### config.mk
export PLATFORM = sky130hd
export DESIGN_NAME = bcd_serial_sequencer
export DESIGN_NICKNAME = d
export VERILOG_FILES = /design/src/rtl/bcd_serial_sequencer.sv
export SDC_FILE = /design/constraint.sdc
export NUM_CORES = 1
export LEC_CHECK = 0
export BUFFER_PORTS_ARGS = -buffer_cell sky130_fd_sc_hd__buf_2
export CORE_MARGIN = 3
export CORE_UTILIZATION = 30
export DETAILED_ROUTE_END_ITERATION = 8
export PLACE_DENSITY_LB_ADDON = 0.25
export SLEW_MARGIN = 20
export SYNTH_ARGS = -nofsm -noshare
export SYNTH_HDL_FRONTEND = slang
export SYNTH_SLANG_ARGS = --single-unit
### constraint.sdc
create_clock -name CLOCK_50 -period 11.34 [get_ports CLOCK_50]
set_clock_uncertainty 0.15 [all_clocks]
set_input_delay 1.701 -clock CLOCK_50 [delete_from_list [all_inputs] [get_ports CLOCK_50]]
set_output_delay 1.701 -clock CLOCK_50 [all_outputs]
set_load 0.01 [all_outputs]
### src/rtl/bcd_serial_sequencer.sv
`default_nettype none
// ============================================================================
// Module      : bcd_serial_sequencer
// Description : Digit-serial BCD add/subtract. One shared single-digit adder,
//               LSD first; negative differences get a 10's-complement pass.
// Revision    : 1.0 - initial release
// ============================================================================
module bcd_serial_sequencer #(
    parameter int DIGITS = 2
) (
    input  logic                  CLOCK_50,
    input  logic                  reset,
    input  logic                  start,
    input  logic                  mode,
    input  logic [4*DIGITS-1:0]   a_bcd,
    input  logic [4*DIGITS-1:0]   b_bcd,
    output logic                  busy,
    output logic                  done,
    output logic [4*DIGITS-1:0]   result,
    output logic                  carry_out,
    output logic                  negative,
    output logic                  err
);

    localparam int                 c_IDX_W    = (DIGITS > 1) ? $clog2(DIGITS) : 1;
    localparam logic [c_IDX_W-1:0] c_LAST_IDX = c_IDX_W'(DIGITS - 1);
    localparam logic [c_IDX_W-1:0] c_IDX_ONE  = c_IDX_W'(1);

    localparam logic [1:0] c_IDLE = 2'd0;
    localparam logic [1:0] c_ADD  = 2'd1;
    localparam logic [1:0] c_FIX  = 2'd2;
    localparam logic [1:0] c_DONE = 2'd3;

    logic [1:0]           r_state;
    logic [1:0]           w_next;
    logic [4*DIGITS-1:0]  r_a;
    logic [4*DIGITS-1:0]  r_b;
    logic                 r_mode;
    logic [c_IDX_W-1:0]   r_idx;
    logic                 r_carry;
    logic [4*DIGITS-1:0]  r_result;
    logic                 r_carry_out;
    logic                 r_negative;
    logic                 r_err;

    logic [2*DIGITS-1:0]  w_bad_vec;
    logic                 w_bad;
    logic [3:0]           w_a_dig;
    logic [3:0]           w_b_dig;
    logic [3:0]           w_r_dig;
    logic [3:0]           w_op_a;
    logic [3:0]           w_op_b;
    logic [4:0]           w_sum;
    logic                 w_dcarry;
    logic [3:0]           w_dsum;
    logic                 w_last;

    // Operand validity is judged on the live inputs so err is ready at acceptance.
    for (genvar g = 0; g < DIGITS; g++) begin : g_digit_chk
        assign w_bad_vec[2*g]   = (a_bcd[4*g +: 4] > 4'd9);
        assign w_bad_vec[2*g+1] = (b_bcd[4*g +: 4] > 4'd9);
    end
    assign w_bad = |w_bad_vec;

    always_comb begin
        w_a_dig = 4'd0;
        w_b_dig = 4'd0;
        w_r_dig = 4'd0;
        for (int i = 0; i < DIGITS; i++) begin
            if (r_idx == c_IDX_W'(i)) begin
                w_a_dig = r_a[4*i +: 4];
                w_b_dig = r_b[4*i +: 4];
                w_r_dig = r_result[4*i +: 4];
            end
        end
    end

    // FIX reuses the adder to form 9's complement of the partial result plus carry.
    assign w_op_a   = (r_state == c_FIX) ? (4'd9 - w_r_dig) : w_a_dig;
    assign w_op_b   = (r_state == c_FIX) ? 4'd0
                    : (r_mode ? (4'd9 - w_b_dig) : w_b_dig);
    assign w_sum    = {1'b0, w_op_a} + {1'b0, w_op_b} + {4'd0, r_carry};
    assign w_dcarry = (w_sum > 5'd9);
    assign w_dsum   = w_dcarry ? (w_sum[3:0] - 4'd10) : w_sum[3:0];
    assign w_last   = (r_idx == c_LAST_IDX);

    always_ff @(posedge CLOCK_50) begin
        if (reset) begin
            r_state <= c_IDLE;
        end else begin
            r_state <= w_next;
        end
    end

    always_comb begin
        w_next = r_state;
        case (r_state)
            c_IDLE: begin
                if (start) begin
                    w_next = w_bad ? c_DONE : c_ADD;
                end
            end
            c_ADD: begin
                if (w_last) begin
                    w_next = (r_mode && !w_dcarry) ? c_FIX : c_DONE;
                end
            end
            c_FIX: begin
                if (w_last) begin
                    w_next = c_DONE;
                end
            end
            default: w_next = c_IDLE;
        endcase
    end

    always_ff @(posedge CLOCK_50) begin
        if (reset) begin
            r_a         <= '0;
            r_b         <= '0;
            r_mode      <= 1'b0;
            r_idx       <= '0;
            r_carry     <= 1'b0;
            r_result    <= '0;
            r_carry_out <= 1'b0;
            r_negative  <= 1'b0;
            r_err       <= 1'b0;
        end else begin
            case (r_state)
                c_IDLE: begin
                    if (start) begin
                        r_a         <= a_bcd;
                        r_b         <= b_bcd;
                        r_mode      <= mode;
                        r_idx       <= '0;
                        r_carry     <= mode;
                        r_result    <= '0;
                        r_carry_out <= 1'b0;
                        r_negative  <= 1'b0;
                        r_err       <= w_bad;
                    end
                end
                c_ADD: begin
                    for (int i = 0; i < DIGITS; i++) begin
                        if (r_idx == c_IDX_W'(i)) begin
                            r_result[4*i +: 4] <= w_dsum;
                        end
                    end
                    r_carry <= w_dcarry;
                    if (w_last) begin
                        if (!r_mode) begin
                            r_carry_out <= w_dcarry;
                        end else if (!w_dcarry) begin
                            // No end-around carry: difference is negative, recomplement.
                            r_negative <= 1'b1;
                            r_idx      <= '0;
                            r_carry    <= 1'b1;
                        end
                    end else begin
                        r_idx <= r_idx + c_IDX_ONE;
                    end
                end
                c_FIX: begin
                    for (int i = 0; i < DIGITS; i++) begin
                        if (r_idx == c_IDX_W'(i)) begin
                            r_result[4*i +: 4] <= w_dsum;
                        end
                    end
                    r_carry <= w_dcarry;
                    if (!w_last) begin
                        r_idx <= r_idx + c_IDX_ONE;
                    end
                end
                default: begin
                end
            endcase
        end
    end

    assign busy      = (r_state != c_IDLE);
    assign done      = (r_state == c_DONE);
    assign result    = r_result;
    assign carry_out = r_carry_out;
    assign negative  = r_negative;
    assign err       = r_err;

endmodule
`default_nettype wire
==> results.sh <==
export IMPL_status="complete, no violations"
export IMPL_dieWidth_um=85.1
export IMPL_layout_nets=299
export IMPL_antenna_found_initial=0
export IMPL_setup_ws_ns=7.29
export IMPL_fin_worst_hold_slack_ns=0.303
export IMPL_final_period_utilization=0.357
export IMPL_grt_pass1_wl_um=7820
export IMPL_diodes=0
export IMPL_p_total_mw=0.632
export IMPL_dr_pass1_iters=4
export IMPL_syn2layout_area_growth_pct=16.3
export IMPL_clock_fmax_mhz=247
export IMPL_crit_path_max_incr_delay_ns=0.84
export IMPL_drv_cap=0
export IMPL_synth_top_area_share=0.341
export IMPL_async_reset_ff_frac=0
export IMPL_via_count=1697
export IMPL_cts_buffers=5
export IMPL_cp_top_family="adder cells"
export IMPL_placementRows=28
export IMPL_cp_num_buf_inv=0
export IMPL_cts_sinks=32
export IMPL_post_cts_buffers=0
export IMPL_synthCells=241
export IMPL_ctsHtreeMaxLevel=2
export IMPL_cp_max_fo=18
export IMPL_drive_gt1_frac=0.165
export IMPL_wl_per_cell_um=13.0
export IMPL_ant_nets=0
export IMPL_cts_hold_buffers=0
export IMPL_drt_vias_per_instance=4.96
export IMPL_cts_tree="yes"
export IMPL_cp_common_cell="ha_1"
export IMPL_gp_congestion=0.782
export IMPL_yosysTopAreaCell="dfxtp_1"
export IMPL_routed_wl_um=4460
export IMPL_grt_pass1_vias=1673
export IMPL_drc=0
export IMPL_slew_violations=0
export IMPL_synthMostInstantiatedCell="nand2_1"
export IMPL_dieArea_sq_um=7240
export IMPL_rsz0062_at_grt="no"
export IMPL_io_pins=33
export IMPL_hold_viol_final=0
export IMPL_synthDistinctLibCells=38
export IMPL_worstSkewPairLatency_ns=0.28
export IMPL_worst_pin_slew_ns=0.792
export IMPL_grt_ovfl_total=0
export IMPL_relSlewSlack=0.471
export IMPL_place_hpwl_um=3360
export IMPL_cts_resized=0
export IMPL_finalSetupViolCount=0
export IMPL_synth_main_ff_cell="dfxtp_1"
export IMPL_final_core_util=0.364
export IMPL_min_period_ns=4.05
export IMPL_seq_area_frac_synth=0.341
export IMPL_portBuffers=32
export IMPL_tns_ns=0
export IMPL_leakagePower_nw=0.896
export IMPL_path_cells="mux2i_1, ha_1, nand2_1, o21ai_0, ha_1, xnor2_1, ha_1, a22o_1, o31a_1, or4b_1, a31oi_1"
export IMPL_ys_warn_count=0
export IMPL_grt_use_total=0.131
export IMPL_cp_slowest_cell="dfxtp_1"
export IMPL_fp_dieH_um=85.1
export IMPL_worstPathRequired_ns=11.40
export IMPL_synth_cells_most_frequent="53 x nand2_1, 32 x dfxtp_1, 30 x a21oi_1"
export IMPL_syn_nets=274
export IMPL_path_clk_slew_ns=0.07
export IMPL_start_util=0.313
export IMPL_cp_end_kind="flop"
export IMPL_p_per_area_nw_per_um2=290
export IMPL_synth_edf_count=0
export IMPL_cp_arrival_ns=4.11
export IMPL_core_sq_um=5990
export IMPL_cp_start_kind="flop"
export IMPL_synth_area_sq_um=1880
export IMPL_root_buffer="clkbuf_8"
export IMPL_grt_max_degree=33
export IMPL_path_class="reg -> reg"
export IMPL_ir_drop_mv=0.102
export IMPL_place_ws_ns=7.32
export IMPL_drt_iter0_markers=57
export IMPL_hold_path_class="reg -> reg"
export IMPL_synth_area_leaders="dfxtp_1 34%, nand2_1 11%, a21oi_1 8.0%"
export IMPL_avgSynthCellArea_sq_um=7.79
export IMPL_clockBufferDepth=2
export IMPL_ys_seq_elements=32
per-stage QoR:
stage | std cells | instance area [sq um]
floorplan | 241 | 1880
global route | 342 | 2180
global placement | 334 | 2070
detailed placement | 334 | 2070
CTS | 342 | 2180
finish | 342 | 2180
report_power, final:
group | leakage, nW | internal [mW] | switching, mW
registers | 0.262 | 0.142 | 0.0271
clock network | 0.0541 | 0.0650 | 0.0441
logic | 0.580 | 0.143 | 0.211
final timing paths:
| kind | cells past startpoint | endpoint | startpoint | slack, ns |
|---|---|---|---|---|
| worst max-delay path | 11 | carry_out | r_idx | 7.29 |
| worst min-delay path | 2 | r_b[6] | r_b[6] | 0.30 |
| worst max register to register | 11 | carry_out | r_idx | 7.29 |
| worst min register to register | 2 | r_b[6] | r_b[6] | 0.30 |
registers in the layout, summed over array words and instances, names as in the netlist:
signal,cells
r_idx,1
r_state,2
negative,1
carry_out,1
err,1
result,8
r_carry,1
r_mode,1
r_b,8
r_a,8
area by class of cell:
type | count | area, sq um
clock buffers | 5 | 68.8
clock inverters | 3 | 42.5
fillers | 631 | 3810
inverters | 11 | 41.3
multi-input cells | 184 | 1130
flip-flops and latches | 32 | 641
well taps | 75 | 93.8
repair buffers | 32 | 160
worst reg2reg max path: stages, from the launching register on:
cell and delay, ns:
dfxtp_1 0.84, mux2i_1 0.41, ha_1 0.30, nand2_1 0.06
o21ai_0 0.09, ha_1 0.38, xnor2_1 0.18, ha_1 0.25
a22o_1 0.24, o31a_1 0.38, or4b_1 0.54, a31oi_1 0.16
placed cells by master, fill, tap and decap left out, drive strengths merged, types with 3 or more instances in the layout:
cell | Yosys | routed
nand2 | 53 | 53
dfxtp | 32 | 32
buf | 4 | 32
a21oi | 30 | 30
nor2 | 14 | 14
mux2i | 13 | 13
inv | 11 | 11
ha | 11 | 11
o21ai | 10 | 10
clkbuf | 10 | 5
nor2b | 4 | 4
xnor2 | 4 | 4
nand3 | 4 | 4
a211oi | 3 | 3
nand2b | 3 | 3
nand3b | 3 | 3
routing by layer:
| metal | vias to the layer above | GRT usage | routed length (um) |
|---|---|---|---|
| met5 | - | 0 | 0 |
| met1 | 775 | 0.171 | 2170 |
| met2 | 39 | 0.217 | 2040 |
| met4 | 0 | 0.0360 | 31 |
| li1 | 879 | - | - |
| met3 | 4 | 0.0311 | 215 |
logic make-up (layout without fill, tap and decap cells):
kind of cell,Yosys count,after routing,synth area share
AND/OR/NAND/NOR,93,93,0.223
AO/OA/AOI/OAI,61,61,0.199
flip-flops,32,32,0.341
buffers and inverters,25,51,0.0540
adder cells (fa/ha/maj),13,13,0.0947
multiplexers,13,13,0.0693
XOR/XNOR,4,4,0.0187
(Power assumes the default switching activity.)
